**src/rtl/mshr_refill_ctrl_if.sv**
```systemverilog
// rtl/mshr_refill_ctrl_if.sv - handshake bundle between MSHR table, memory read port, data array and refill sequencer
//
// Ports carried:
//   alloc_*      MSHR -> sequencer  new entry allocation
//   mem_req_*    sequencer <-> mem  line-read request (valid/ready)
//   mem_resp_*   mem -> sequencer   response beats (no backpressure)
//   fill_*       sequencer -> array registered beat writes
//   mem_refill_* sequencer -> MSHR  line-complete pulse
//   busy, protocol_err              status
// Modports: master = refill sequencer side, slave = surrounding environment.
interface mshr_refill_ctrl_if #(
    parameter int ADDR_W     = 32,
    parameter int DATA_W     = 32,
    parameter int LINE_BYTES = 64,
    parameter int NUM_MSHR   = 4
);
    localparam int ID_W        = $clog2(NUM_MSHR);
    localparam int OFFSET_W    = $clog2(LINE_BYTES);
    localparam int LINE_ADDR_W = ADDR_W - OFFSET_W;
    localparam int BEATS       = LINE_BYTES / (DATA_W / 8);
    localparam int BEAT_W      = (BEATS > 1) ? $clog2(BEATS) : 1;

    logic                   alloc_fire;
    logic [ID_W-1:0]        alloc_id;
    logic [LINE_ADDR_W-1:0] alloc_line_addr;
    logic                   mem_req_valid;
    logic                   mem_req_ready;
    logic [ADDR_W-1:0]      mem_req_addr;
    logic [ID_W-1:0]        mem_req_id;
    logic                   mem_resp_valid;
    logic [ID_W-1:0]        mem_resp_id;
    logic [DATA_W-1:0]      mem_resp_data;
    logic                   mem_resp_last;
    logic                   fill_valid;
    logic [ID_W-1:0]        fill_id;
    logic [BEAT_W-1:0]      fill_beat;
    logic [DATA_W-1:0]      fill_data;
    logic                   mem_refill_valid;
    logic [ID_W-1:0]        mem_refill_id;
    logic                   busy;
    logic                   protocol_err;

    modport master (
        input  alloc_fire, alloc_id, alloc_line_addr,
        input  mem_req_ready,
        input  mem_resp_valid, mem_resp_id, mem_resp_data, mem_resp_last,
        output mem_req_valid, mem_req_addr, mem_req_id,
        output fill_valid, fill_id, fill_beat, fill_data,
        output mem_refill_valid, mem_refill_id,
        output busy, protocol_err
    );

    modport slave (
        output alloc_fire, alloc_id, alloc_line_addr,
        output mem_req_ready,
        output mem_resp_valid, mem_resp_id, mem_resp_data, mem_resp_last,
        input  mem_req_valid, mem_req_addr, mem_req_id,
        input  fill_valid, fill_id, fill_beat, fill_data,
        input  mem_refill_valid, mem_refill_id,
        input  busy, protocol_err
    );
endinterface

```
**src/rtl/mshr_refill_ctrl.sv**
```systemverilog
// rtl/mshr_refill_ctrl.sv - MSHR refill sequencer: in-order request issue, beat steering, refill completion
//
// Ports:
//   clk    rising-edge clock
//   rst_n  asynchronous active-low reset
//   bus    mshr_refill_ctrl_if.master: alloc in, mem request out, mem response in,
//          fill beats out, refill pulse out, busy / sticky protocol_err out
module mshr_refill_ctrl #(
    parameter int ADDR_W     = 32,
    parameter int DATA_W     = 32,
    parameter int LINE_BYTES = 64,
    parameter int NUM_MSHR   = 4
) (
    input  logic                clk,
    input  logic                rst_n,
    mshr_refill_ctrl_if.master  bus
);
    localparam int ID_W        = $clog2(NUM_MSHR);
    localparam int OFFSET_W    = $clog2(LINE_BYTES);
    localparam int LINE_ADDR_W = ADDR_W - OFFSET_W;
    localparam int BEATS       = LINE_BYTES / (DATA_W / 8);
    localparam int BEAT_W      = (BEATS > 1) ? $clog2(BEATS) : 1;

    typedef enum logic [1:0] {
        ST_IDLE,
        ST_QUEUED,
        ST_ISSUED,
        ST_FILLING
    } id_state_e;

    id_state_e              st        [NUM_MSHR];
    logic [LINE_ADDR_W-1:0] line_addr [NUM_MSHR];
    logic [BEAT_W-1:0]      beat_cnt  [NUM_MSHR];

    // Issue FIFO of ids; depth NUM_MSHR suffices since only IDLE ids get pushed.
    logic [ID_W-1:0]        q_mem     [NUM_MSHR];
    logic [ID_W-1:0]        q_rd;
    logic [ID_W-1:0]        q_wr;
    logic [ID_W:0]          q_cnt;

    logic                   q_empty;
    logic [ID_W-1:0]        head_id;
    logic                   pop;
    logic                   push;
    logic                   resp_hit;
    logic [BEAT_W-1:0]      resp_cnt;
    logic                   resp_at_end;
    logic                   busy_c;

    assign q_empty  = (q_cnt == '0);
    assign head_id  = q_mem[q_rd];
    assign pop      = !q_empty && bus.mem_req_ready;
    // Alloc legality is judged on the pre-edge state of the id.
    assign push     = bus.alloc_fire && (st[bus.alloc_id] == ST_IDLE);
    assign resp_hit = bus.mem_resp_valid &&
                      ((st[bus.mem_resp_id] == ST_ISSUED) || (st[bus.mem_resp_id] == ST_FILLING));
    assign resp_cnt    = beat_cnt[bus.mem_resp_id];
    assign resp_at_end = (resp_cnt == BEAT_W'(BEATS - 1));

    // Request fields are a pure function of the queue head, so they stay stable
    // until the handshake pops it. Forced to zero while empty.
    assign bus.mem_req_valid = !q_empty;
    assign bus.mem_req_id    = q_empty ? '0 : head_id;
    assign bus.mem_req_addr  = q_empty ? '0 : {line_addr[head_id], {OFFSET_W{1'b0}}};

    always_comb begin
        busy_c = 1'b0;
        for (int i = 0; i < NUM_MSHR; i++) begin
            if (st[i] != ST_IDLE) busy_c = 1'b1;
        end
    end
    assign bus.busy = busy_c;

    // The response, pop and alloc paths can only touch the same id if their
    // pre-edge states differ (ISSUED/FILLING vs QUEUED vs IDLE), so at most one
    // of them actually writes any given id's state in a cycle.
    always_ff @(posedge clk or negedge rst_n) begin
        if (!rst_n) begin
            for (int i = 0; i < NUM_MSHR; i++) begin
                st[i]        <= ST_IDLE;
                line_addr[i] <= '0;
                beat_cnt[i]  <= '0;
                q_mem[i]     <= '0;
            end
            q_rd                 <= '0;
            q_wr                 <= '0;
            q_cnt                <= '0;
            bus.fill_valid       <= 1'b0;
            bus.fill_id          <= '0;
            bus.fill_beat        <= '0;
            bus.fill_data        <= '0;
            bus.mem_refill_valid <= 1'b0;
            bus.mem_refill_id    <= '0;
            bus.protocol_err     <= 1'b0;
        end else begin
            bus.fill_valid       <= resp_hit;
            bus.mem_refill_valid <= resp_hit && bus.mem_resp_last;

            if (resp_hit) begin
                bus.fill_id   <= bus.mem_resp_id;
                bus.fill_beat <= resp_cnt;
                bus.fill_data <= bus.mem_resp_data;
                if (bus.mem_resp_last) begin
                    bus.mem_refill_id          <= bus.mem_resp_id;
                    st[bus.mem_resp_id]        <= ST_IDLE;
                    beat_cnt[bus.mem_resp_id]  <= '0;
                    if (!resp_at_end) bus.protocol_err <= 1'b1;
                end else begin
                    // A missing last on the final beat wraps the counter and keeps filling.
                    st[bus.mem_resp_id]       <= ST_FILLING;
                    beat_cnt[bus.mem_resp_id] <= resp_at_end ? '0 : resp_cnt + 1'b1;
                    if (resp_at_end) bus.protocol_err <= 1'b1;
                end
            end else if (bus.mem_resp_valid) begin
                // Beat for an id that has no outstanding request: dropped.
                bus.protocol_err <= 1'b1;
            end

            if (pop) begin
                st[head_id] <= ST_ISSUED;
                q_rd        <= q_rd + 1'b1;
            end

            if (bus.alloc_fire) begin
                if (push) begin
                    st[bus.alloc_id]        <= ST_QUEUED;
                    line_addr[bus.alloc_id] <= bus.alloc_line_addr;
                    beat_cnt[bus.alloc_id]  <= '0;
                    q_mem[q_wr]             <= bus.alloc_id;
                    q_wr                    <= q_wr + 1'b1;
                end else begin
                    bus.protocol_err <= 1'b1;
                end
            end

            q_cnt <= q_cnt + {{ID_W{1'b0}}, push} - {{ID_W{1'b0}}, pop};
        end
    end
endmodule
```
**src/flat_wrapper.sv**
```systemverilog
// flat-port wrapper written by rule: the top's interface ports become plain ports
module mshr_refill_ctrl_flat 
#(
    parameter int ADDR_W     = 32,
    parameter int DATA_W     = 32,
    parameter int LINE_BYTES = 64,
    parameter int NUM_MSHR   = 4
)
  (clk, rst_n, bus_alloc_fire, bus_alloc_id, bus_alloc_line_addr, bus_mem_req_ready, bus_mem_resp_valid, bus_mem_resp_id, bus_mem_resp_data, bus_mem_resp_last, bus_mem_req_valid, bus_mem_req_addr, bus_mem_req_id, bus_fill_valid, bus_fill_id, bus_fill_beat, bus_fill_data, bus_mem_refill_valid, bus_mem_refill_id, bus_busy, bus_protocol_err);
  mshr_refill_ctrl_if #(.ADDR_W(ADDR_W), .DATA_W(DATA_W), .LINE_BYTES(LINE_BYTES), .NUM_MSHR(NUM_MSHR)) bus_i ();
  input  logic clk;
  input  logic rst_n;
  input wire logic [$bits(bus_i.alloc_fire)-1:0] bus_alloc_fire;
  input wire logic [$bits(bus_i.alloc_id)-1:0] bus_alloc_id;
  input wire logic [$bits(bus_i.alloc_line_addr)-1:0] bus_alloc_line_addr;
  input wire logic [$bits(bus_i.mem_req_ready)-1:0] bus_mem_req_ready;
  input wire logic [$bits(bus_i.mem_resp_valid)-1:0] bus_mem_resp_valid;
  input wire logic [$bits(bus_i.mem_resp_id)-1:0] bus_mem_resp_id;
  input wire logic [$bits(bus_i.mem_resp_data)-1:0] bus_mem_resp_data;
  input wire logic [$bits(bus_i.mem_resp_last)-1:0] bus_mem_resp_last;
  output wire logic [$bits(bus_i.mem_req_valid)-1:0] bus_mem_req_valid;
  output wire logic [$bits(bus_i.mem_req_addr)-1:0] bus_mem_req_addr;
  output wire logic [$bits(bus_i.mem_req_id)-1:0] bus_mem_req_id;
  output wire logic [$bits(bus_i.fill_valid)-1:0] bus_fill_valid;
  output wire logic [$bits(bus_i.fill_id)-1:0] bus_fill_id;
  output wire logic [$bits(bus_i.fill_beat)-1:0] bus_fill_beat;
  output wire logic [$bits(bus_i.fill_data)-1:0] bus_fill_data;
  output wire logic [$bits(bus_i.mem_refill_valid)-1:0] bus_mem_refill_valid;
  output wire logic [$bits(bus_i.mem_refill_id)-1:0] bus_mem_refill_id;
  output wire logic [$bits(bus_i.busy)-1:0] bus_busy;
  output wire logic [$bits(bus_i.protocol_err)-1:0] bus_protocol_err;
  assign bus_i.alloc_fire = bus_alloc_fire;
  assign bus_i.alloc_id = bus_alloc_id;
  assign bus_i.alloc_line_addr = bus_alloc_line_addr;
  assign bus_i.mem_req_ready = bus_mem_req_ready;
  assign bus_i.mem_resp_valid = bus_mem_resp_valid;
  assign bus_i.mem_resp_id = bus_mem_resp_id;
  assign bus_i.mem_resp_data = bus_mem_resp_data;
  assign bus_i.mem_resp_last = bus_mem_resp_last;
  assign bus_mem_req_valid = bus_i.mem_req_valid;
  assign bus_mem_req_addr = bus_i.mem_req_addr;
  assign bus_mem_req_id = bus_i.mem_req_id;
  assign bus_fill_valid = bus_i.fill_valid;
  assign bus_fill_id = bus_i.fill_id;
  assign bus_fill_beat = bus_i.fill_beat;
  assign bus_fill_data = bus_i.fill_data;
  assign bus_mem_refill_valid = bus_i.mem_refill_valid;
  assign bus_mem_refill_id = bus_i.mem_refill_id;
  assign bus_busy = bus_i.busy;
  assign bus_protocol_err = bus_i.protocol_err;
  mshr_refill_ctrl #(.ADDR_W(ADDR_W), .DATA_W(DATA_W), .LINE_BYTES(LINE_BYTES), .NUM_MSHR(NUM_MSHR)) u_core (.clk(clk), .rst_n(rst_n), .bus(bus_i));
endmodule
```
**config.mk**
```make
export PLATFORM = sky130hd
export DESIGN_NAME = mshr_refill_ctrl_flat
export DESIGN_NICKNAME = d
export VERILOG_FILES = /design/src/rtl/mshr_refill_ctrl_if.sv /design/src/rtl/mshr_refill_ctrl.sv /design/src/flat_wrapper.sv
export SDC_FILE = /design/constraint.sdc
export NUM_CORES = 1
export LEC_CHECK = 0
export ABC_AREA = 0
export CORE_MARGIN = 2
export CORE_UTILIZATION = 53
export CTS_CLUSTER_DIAMETER = 40
export DETAILED_ROUTE_END_ITERATION = 10
export GPL_TIMING_DRIVEN = 0
export PLACE_DENSITY_LB_ADDON = 0.2
export SYNTH_ARGS = -nofsm -noshare
export SYNTH_HDL_FRONTEND = slang
export SYNTH_SLANG_ARGS = --single-unit
```
**constraint.sdc**
```tcl
create_clock -name clk -period 4.7 [get_ports clk]
set_input_delay 1.41 -clock clk [delete_from_list [all_inputs] [get_ports clk]]
set_output_delay 1.41 -clock clk [all_outputs]
set_load 0.02 [all_outputs]
```
==> results of run 1 <==
## critical path, cell delays in order, from the launching register on
cell and delay, ns:
dfrtp_1 0.44, mux4_2 0.44, clkbuf_1 0.51, mux4_2 0.44
and2_1 0.18, clkdlybuf4s50_1 0.53
## kinds of logic (layout without fill, tap and decap cells)
| family | count (synthesis) | after routing |
|---|---|---|
| AOI/OAI and AO/OA | 32 | 32 |
| other | 1 | 6 |
| xor gates and xnor gates | 6 | 6 |
| and+or+nand+nor | 224 | 224 |
| DFF | 186 | 186 |
| muxes | 149 | 149 |
| adders and majority gates | 8 | 8 |
| buffers and inverters | 57 | 227 |
## per-stage QoR
| step | area (sq um) | util | setup TNS (ns) | hold slack (ns) |
|---|---|---|---|---|
| floorplan | 8450 | - | 0 | 0.452 |
| global placement | 10100 | 0.642 | -915.61 | 0.450 |
| detailed placement | 10100 | 0.644 | 0 | 0.459 |
| CTS | 10700 | 0.682 | 0 | 0.475 |
| global route | 10700 | 0.682 | 0 | 0.491 |
| finish | 10700 | 0.682 | 0 | 0.468 |
## cell usage after synthesis (6+ instances only)
library cell	count
clkbuf_1	13
buf_4	6
buf_2	20
dfrtp_1	186
nand4_1	7
a21oi_1	11
inv_1	14
mux2_2	112
nor2_1	14
mux4_2	34
nand2_1	141
and2_1	29
ha_1	7
nand3_1	9
## sequential cells by signal, indices dropped and copies added (netlist names)
name	count
u_core.bus.fill_id	2
u_core.bus.fill_data	32
u_core.bus.mem_refill_valid	1
u_core.line_addr	104
u_core.bus.mem_refill_id	2
u_core.bus.fill_valid	1
u_core.q_cnt	3
u_core.q_mem	8
u_core.beat_cnt	16
u_core.bus.protocol_err	1
u_core.q_wr	2
u_core.bus.fill_beat	4
u_core.q_rd	2
u_core.st	8
## power by group through the flow
stage | combinational, W | sequential, W | clock (W)
5_1_grt | 0.00444 | 0.00286 | 0.00152
3_5_place_dp | 0.00416 | 0.00280 | 0
4_1_cts | 0.00419 | 0.00277 | 0.00146
2_1_floorplan | 0.00242 | 0.00288 | 0
3_3_place_gp | 0.00408 | 0.00273 | 0
6_report | 0.00414 | 0.00278 | 0.00143
## cell type report
class	count	share of cell area
Sequential cell	186	0.435
Buffer	42	0.0213
Clock buffer	20	0.0417
Inverter	15	0.00526
Multi-Input combinational cell	425	0.328
Timing Repair Buffer	138	0.131
Tap cell	216	0.0252
Clock inverter	12	0.0130
## worst min path at each step
stage,startpoint,to,slack (ns),cells past startpoint
2_1_floorplan,u_core.line_addr[51],u_core.line_addr[51],0.45,1
3_3_place_gp,u_core.bus.protocol_err,u_core.bus.protocol_err,0.45,1
3_5_place_dp,u_core.bus.protocol_err,u_core.bus.protocol_err,0.46,1
4_1_cts,u_core.bus.protocol_err,u_core.bus.protocol_err,0.48,1
5_1_grt,u_core.bus.protocol_err,u_core.bus.protocol_err,0.49,1
6_report,u_core.bus.protocol_err,u_core.bus.protocol_err,0.47,1
## per-layer routing
metal,global-route usage,share of wire
met1,0.309,0.43
met2,0.398,0.50
met3,0.0541,0.059
met5,0,0
met4,0.0898,0.020
==> impl_metrics.json, run 1 <==
{
  "cp.required_ns": 3.29,
  "yosys_warnings": 0,
  "ys_seq_elements": 186,
  "cp.arrival_ns": 2.97,
  "cp-end-kind": "output pin",
  "std_cell_rows": 46,
  "cellPowerDensity_mw_per_mm2": 779,
  "vias_per_cell": 5.47,
  "syn_avg_cell_area_sq_um": 12.7,
  "worstHoldPathType": "flop to flop",
  "gp_congestion": 0.852,
  "synthSimpleGateAreaFrac": 0.126,
  "die_area_sq_mm": 0.0169,
  "slew-limit-headroom": 0.353,
  "p_sw_frac": 0.355,
  "start_kind": "flop",
  "grt_max_degree": 112,
  "final_cell_mix": "dfrtp_1 (186), nand2_1 (141), clkdlybuf4s50_1 (136)",
  "yosys_most_used_dff": "dfrtp_1",
  "drc": 0,
  "multi_input_area_sq_mm": 0.00351,
  "rsz0062_at_grt": "no",
  "clkPwrFrac": 0.171,
  "place_ws_ns": 0.702,
  "synth_top_area_cell": "dfrtp_1",
  "crit_end": "bus_mem_req_addr[27]",
  "syn_area_sq_mm": 0.00843,
  "clk_path_buf_depth": 2,
  "comb_power_share": 0.496,
  "port_buffers": 137,
  "drive_gt1_frac": 0.258,
  "ff2ff_path_depth": 8,
  "hold_violations": 0,
  "clock-sinks": 186,
  "post_cts_resized": 0,
  "r2r_end": "u_core.q_cnt[2]",
  "dp_hpwl_um": 13500,
  "mostFrequentLayoutCell": "dfrtp_1",
  "min_period_ns": 4.38,
  "drt-initial-drc-count": 276,
  "nFillCells": 1122,
  "critical_path.startpoint": "u_core.q_rd[0]",
  "numCtsBuffers": 17,
  "fin_cells": 1054,
  "synthMuxAreaShare": 0.244,
  "diodes": 0,
  "core_sq_mm": 0.0157,
  "synth_compound_area_frac": 0.0251,
  "die_x_um": 130,
  "power_w": 0.00834,
  "power_leakage_nw": 4.72,
  "p_switching_w": 0.00296,
  "seq_power_share": 0.333,
  "area.sequential_sq_mm": 0.00465,
  "slew_viol_final": 0,
  "dp.cells": 1022,
  "worst_pin_slew_ns": 0.958,
  "drt-wirelength-per-cell_um": 18.4,
  "clk_latency_ns": 0.43,
  "die_h_um": 130,
  "start_util": 0.537,
  "synth_top_family_by_area": "multiplexers",
  "clk_pin_slew_ns": 0.07,
  "fmax_ghz": 0.229,
  "grt_pass1_wl_um": 30900,
  "cap_viol_max_count": 0,
  "gr-total-overflow": 0,
  "synthAdderAreaFrac": 0.0128,
  "area_delta_synth_final_pct": 27.0,
  "period_share": 0.931,
  "h-tree-depth": 4,
  "vdd_ir_drop_max_uv": 651,
  "reg2reg_slack_ns": 2.27,
  "clockRootBuffer": "clkbuf_16",
  "grt.total_usage": 0.239,
  "io_pins": 147,
  "grt_pass1_vias": 6095,
  "yosysSeqAreaShare": 0.552,
  "antenna_found_initial": 0,
  "routed_wl_um": 19400,
  "final-setup-viol-count": 0,
  "status": "finished clean",
  "postCtsSetupBuffers": 0,
  "synth_edf_count": 0,
  "skew_ns": 0.00977,
  "async_reset_ff_frac": 1.00,
  "fin_nets": 901,
  "num_vias": 5763,
  "cts_hold_buffers": 0,
  "path_class": "flop to output pin",
  "synth_top_area_frac": 0.552,
  "fin_ws_ns": 0.324,
  "synthTopCellsByArea": "dfrtp_1 (55%), mux2_2 (15%), mux4_2 (9.1%)",
  "synth-xor-area-share": 0.00623,
  "detail-route-antenna-nets": 0,
  "cts_tree": "done",
  "internal-power_w": 0.00538,
  "drt_first_pass_iters": 5,
  "r2r_start": "u_core.q_cnt[1]",
  "syn_inst": 663,
  "ys_types": 42,
  "path_max_fanout": 10
}
(Power assumes the default switching activity.)
==> run 2: changes to the inputs <==
Settings changed: CAP_MARGIN from default to 20, CTS_CLUSTER_SIZE from default to 30, SLEW_MARGIN from default to 20.
==> run 2 against run 1 <==
Combinational power hardly changed. Global-route usage grew 0.38 points. Die area unchanged. Sequential share of layout area is 0.26 points lower. Non-clock buffer count did not move. Utilization increased by 0.41 points. Via count about the same. Worst hold slack got worse by 0.0015 ns. Worst setup slack better by 0.029 ns. Sequential power about the same. First-iteration DRC count grew 23%. Largest cell class unchanged.
==> impl_metrics.json, run 2 (synthesis results as in run 1) <==
{
  "cellPowerDensity_mw_per_mm2": 789,
  "holdPathEnd": "u_core.bus.protocol_err",
  "vdd_ir_drop_max_uv": 727,
  "place_ws_ns": 0.700,
  "drt-initial-drc-count": 339,
  "rsz0062_at_grt": "no",
  "fmax_ghz": 0.230,
  "die_area_sq_mm": 0.0169,
  "mostFrequentLayoutCell": "dfrtp_1",
  "num_vias": 5759,
  "cts_hold_buffers": 0,
  "die_x_um": 130,
  "r2r_end": "u_core.q_cnt[2]",
  "grt_max_degree": 97,
  "fin_ws_ns": 0.353,
  "dp.cells": 1022,
  "clk_latency_ns": 0.44,
  "postCtsSetupBuffers": 0,
  "clock-sinks": 186,
  "area_delta_synth_final_pct": 27.8,
  "worst_pin_slew_ns": 0.927,
  "top_register": "u_core.line_addr",
  "post_cts_resized": 0,
  "antenna_found_initial": 0,
  "cp.required_ns": 3.29,
  "port_buffers": 137,
  "status": "finished clean",
  "std_cell_rows": 46,
  "vias_per_cell": 5.46,
  "final_util": 0.686,
  "hold_violations": 0,
  "start_kind": "flop",
  "start_util": 0.537,
  "min_period_ns": 4.35,
  "largest_reg_flops": 104,
  "fin_cells": 1054,
  "core_sq_mm": 0.0157,
  "io_pins": 147,
  "dp_hpwl_um": 13600,
  "reg2reg_slack_ns": 2.32,
  "whs_path_depth": 1,
  "h-tree-depth": 4,
  "final_cell_mix": "dfrtp_1 (186), nand2_1 (141), clkdlybuf4s50_1 (136)",
  "r2r_start": "u_core.q_cnt[0]",
  "hold_ws_ns": 0.467,
  "grt_pass1_wl_um": 31300,
  "nFillCells": 1107,
  "gr-total-overflow": 0,
  "grt_pass1_vias": 6137,
  "clockRootBuffer": "clkbuf_16",
  "cp.arrival_ns": 2.94,
  "ff2ff_path_depth": 8,
  "routed_wl_um": 19400,
  "gp_congestion": 0.852,
  "power_leakage_nw": 4.77,
  "die_h_um": 130,
  "grt.total_usage": 0.242,
  "cts_tree": "done",
  "largestRegisters": "u_core.line_addr (104), u_core.bus.fill_data (32), u_core.beat_cnt (16)",
  "clk_pin_slew_ns": 0.07,
  "fin_nets": 901,
  "diodes": 0,
  "drc": 0,
  "detail-route-antenna-nets": 0,
  "worstHoldPathType": "flop to flop",
  "slew-limit-headroom": 0.374,
  "slew_viol_final": 0,
  "path_class": "flop to output pin",
  "clk_path_buf_depth": 2,
  "tns_ns": 0,
  "cp-end-kind": "output pin",
  "drive_gt1_frac": 0.257,
  "drt_first_pass_iters": 6,
  "final-setup-viol-count": 0,
  "period_share": 0.925,
  "skew_ns": 0.0215,
  "min_from": "u_core.bus.protocol_err",
  "drt-wirelength-per-cell_um": 18.4,
  "path_max_fanout": 10,
  "numCtsBuffers": 17,
  "cap_viol_max_count": 0
}
-- run 2: cell count changes in the layout (fill, tap and decap cells not counted), sizes merged --
cell / before / now
inv: 18 / 17
clkbuf: 33 / 35
bufinv: 2 / 5
clkinvlp: 4 / 0
-- run 2: power breakdown --
group          switching, W  internal [W]  total, W
combinational       0.00191       0.00223   0.00414
clock              0.000600      0.000976   0.00158
sequential         0.000434       0.00235   0.00278
-- run 2: per-layer routing --
| metal | routed length, um | part of all wire | track usage | vias to the layer above |
|---|---|---|---|---|
| met5 | 0 | 0 | 0 | - |
| met4 | 318 | 0.016 | 0.101 | 0 |
| met3 | 1200 | 0.062 | 0.0525 | 27 |
| met2 | 9490 | 0.49 | 0.398 | 206 |
| met1 | 8360 | 0.43 | 0.316 | 2906 |
| li1 | - | - | - | 2620 |
-- run 2: layout make-up --
class | count | area, sq um | share of cell area
plain buffers | 42 | 228 | 0.0211
clock buffers | 22 | 464 | 0.0431
clock inverters | 10 | 186 | 0.0173
inverters | 15 | 56.3 | 0.00522
multi-input cells | 425 | 3510 | 0.326
flip-flops and latches | 186 | 4650 | 0.432
well taps | 216 | 270 | 0.0251
repair buffers | 138 | 1400 | 0.130
-- run 2: worst max path at each step --
stage / depth (start not counted) / slack [ns] / to / startpoint
final: 5 / 0.35 / bus_mem_req_addr[27] / u_core.q_rd[0]
after global routing: 5 / 0.27 / bus_mem_req_addr[24] / u_core.q_rd[0]
after CTS: 5 / 0.33 / bus_mem_req_addr[26] / u_core.q_rd[0]
after detailed placement: 9 / 0.70 / u_core.q_cnt[2] / bus_alloc_id[1]
after global placement: 1 / -4.93 / u_core.line_addr[23] / rst_n
after floorplan: 4 / 1.50 / bus_mem_req_addr[10] / u_core.q_rd[0]
-- run 2: per-stage QoR --
step / area (sq um) / power (W)
after floorplan: 8450 / 0.00530
after global placement: 10100 / 0.00681
after detailed placement: 10100 / 0.00696
after CTS: 10800 / 0.00858
after global routing: 10800 / 0.00899
final: 10800 / 0.00850
-- run 2: critical path, cell delays in order (launching register included) --
cell	delay [ns]
dfrtp_1	0.44
mux4_2	0.43
clkbuf_1	0.49
mux4_2	0.43
and2_1	0.18
clkdlybuf4s50_1	0.53
==> run 3: changes to the inputs <==
Clock period 4.7 ns to 4 ns, I/O delays scaled along.
==> run 3 against run 2 <==
Die area did not move. Worst setup slack got worse by 0.24 ns. Wire length increased by 0.26%. Design area barely moved. Sequential cell count is the same. Non-clock buffer count increased by 1. Via count is 0.35% higher. Sequential share of layout area is essentially flat. Combinational power up 12%. Largest power group unchanged. Clock power grew 17%. Global-route usage about the same. Register-to-register slack got worse by 0.72 ns.
==> impl_metrics.json, run 3 (synthesis results as in run 1) <==
{
  "largest_reg_flops": 104,
  "gr-total-overflow": 0,
  "r2r_start": "u_core.st[7]",
  "core_sq_mm": 0.0157,
  "grt_max_degree": 97,
  "crit_slowest_cell": "mux4_2",
  "wl_met1_um": 8400,
  "slew-limit-headroom": 0.331,
  "power_leakage_nw": 4.89,
  "top_register": "u_core.line_addr",
  "final-setup-viol-count": 0,
  "min_period_ns": 3.89,
  "area.sequential_sq_mm": 0.00466,
  "grt.total_usage": 0.243,
  "std_cell_rows": 46,
  "highest-signal-layer": "met4",
  "dp.cells": 1022,
  "routed_wl_um": 19400,
  "rsz0062_at_grt": "no",
  "cellPowerDensity_mw_per_mm2": 907,
  "worstPathCellList": "mux4_2 -> buf_4 -> buf_6 -> mux4_2 -> and2_1 -> dlygate4sd2_1",
  "area_delta_synth_final_pct": 27.8,
  "dpl_cell_area_sq_mm": 0.0101,
  "worstHoldPathType": "flop to flop",
  "critical_path.startpoint": "u_core.q_rd[0]",
  "die_h_um": 130,
  "diodes": 0,
  "h-tree-depth": 4,
  "skew_ns": 0.0170,
  "crit_path_max_incr_delay_ns": 0.59,
  "drt_first_pass_iters": 4,
  "antenna_found_initial": 0,
  "nFillCells": 1124,
  "fmax_ghz": 0.257,
  "hold_violations": 0,
  "multi_input_area_sq_mm": 0.00351,
  "io_pins": 147,
  "status": "finished clean",
  "clk_path_buf_depth": 2,
  "dp_hpwl_um": 13600,
  "clk_latency_ns": 0.44,
  "cap_viol_max_count": 0,
  "start_util": 0.537,
  "slew_viol_final": 0,
  "min_from": "u_core.bus.protocol_err",
  "port_buffers": 137,
  "drt-initial-drc-count": 336,
  "fin_cells": 1055,
  "cp.required_ns": 2.80,
  "vdd_ir_drop_max_uv": 764,
  "cpMostUsedCell": "mux4_2",
  "met2_length_um": 9530,
  "drc": 0,
  "mostFrequentLayoutCell": "dfrtp_1",
  "grt_pass1_vias": 6133,
  "start_kind": "flop",
  "cp.arrival_ns": 2.69,
  "numCtsBuffers": 17,
  "clock-sinks": 186,
  "period_share": 0.973,
  "clockRootBuffer": "clkbuf_16",
  "path_max_fanout": 10,
  "die_x_um": 130,
  "clk_pin_slew_ns": 0.07,
  "drt-wirelength-per-cell_um": 18.4,
  "drive_gt1_frac": 0.261,
  "wl_met3_um": 1170,
  "worst_pin_slew_ns": 0.991,
  "cp-end-kind": "output pin",
  "fin_nets": 902,
  "cts_tree": "done",
  "vias_per_cell": 5.48,
  "num_vias": 5779,
  "final_cell_mix": "dfrtp_1 (185), nand2_1 (141), mux2_2 (112)",
  "grt_pass1_wl_um": 31300,
  "largestRegisters": "u_core.line_addr (104), u_core.bus.fill_data (32), u_core.beat_cnt (16)",
  "fin_area_sq_mm": 0.0108,
  "die_area_sq_mm": 0.0169,
  "gp_congestion": 0.852,
  "path_class": "flop to output pin",
  "detail-route-antenna-nets": 0
}
run 3: cell types whose count changed in the layout (fill, tap and decap cells not counted), sizes merged:
cell,before,now
clkdlybuf4s50,136,110
dlygate4sd2,0,21
dlymetal6s2s,0,5
buf,31,32
run 3: through the flow:
| stage | TNS [ns] | util | hold WS [ns] | setup WS [ns] | power, W |
|---|---|---|---|---|---|
| after floorplan | 0 | - | 0.452 | 1.01 | 0.00623 |
| after global placement | -1006.75 | 0.642 | 0.450 | -5.42 | 0.00800 |
| after detailed placement | 0 | 0.644 | 0.455 | 0.210 | 0.00818 |
| after CTS | 0 | 0.684 | 0.470 | 0.00245 | 0.00986 |
| after global routing | 0 | 0.686 | 0.485 | 0.0236 | 0.0103 |
| final | 0 | 0.686 | 0.467 | 0.110 | 0.00977 |
run 3: timing repair:
action / CTS / global route
hold buffers: 0 / 0
setup endpoints to repair: 26 / 5
buffers inserted: 0 / 1
gates resized for setup: 23 / 7
run 3: area by class of cell:
cell class,instances,area share
Buffer,42,0.0214
Clock buffer,22,0.0431
Clock inverter,10,0.0173
Inverter,15,0.00523
Multi-Input combinational cell,425,0.326
Sequential cell,186,0.432
Tap cell,216,0.0251
Timing Repair Buffer,139,0.130
run 3: report_power, final:
part / switching, W / leakage, nW / internal (W)
sequential: 0.000510 / 2.29 / 0.00276
clock: 0.000708 / 0.319 / 0.00115
combinational: 0.00223 / 2.29 / 0.00241
run 3: critical path: cells and delay by family (launching register included):
family / cells / cell delay [ns]
muxes: 2 / 1.01
and+or+nand+nor: 1 / 0.18
DFF: 1 / 0.42
buffers and inverters: 3 / 0.65
run 3: metal layers:
metal,track usage,vias to the layer above
met5,0,-
met4,0.0993,0
met3,0.0517,27
met2,0.399,210
met1,0.317,2921
li1,-,2621
run 3: worst paths after layout:
kind                            cells after the start                      end  slack [ns]
worst max-delay path                                6      bus_mem_req_addr[6]        0.11
worst min-delay path                                1  u_core.bus.protocol_err        0.47
worst max register to register                      8          u_core.q_cnt[2]        1.60
worst min register to register                      1  u_core.bus.protocol_err        0.47
max in group asynchronous                           2           u_core.q_rd[0]        2.30
min in group asynchronous                           1  u_core.bus.fill_data[7]        0.77
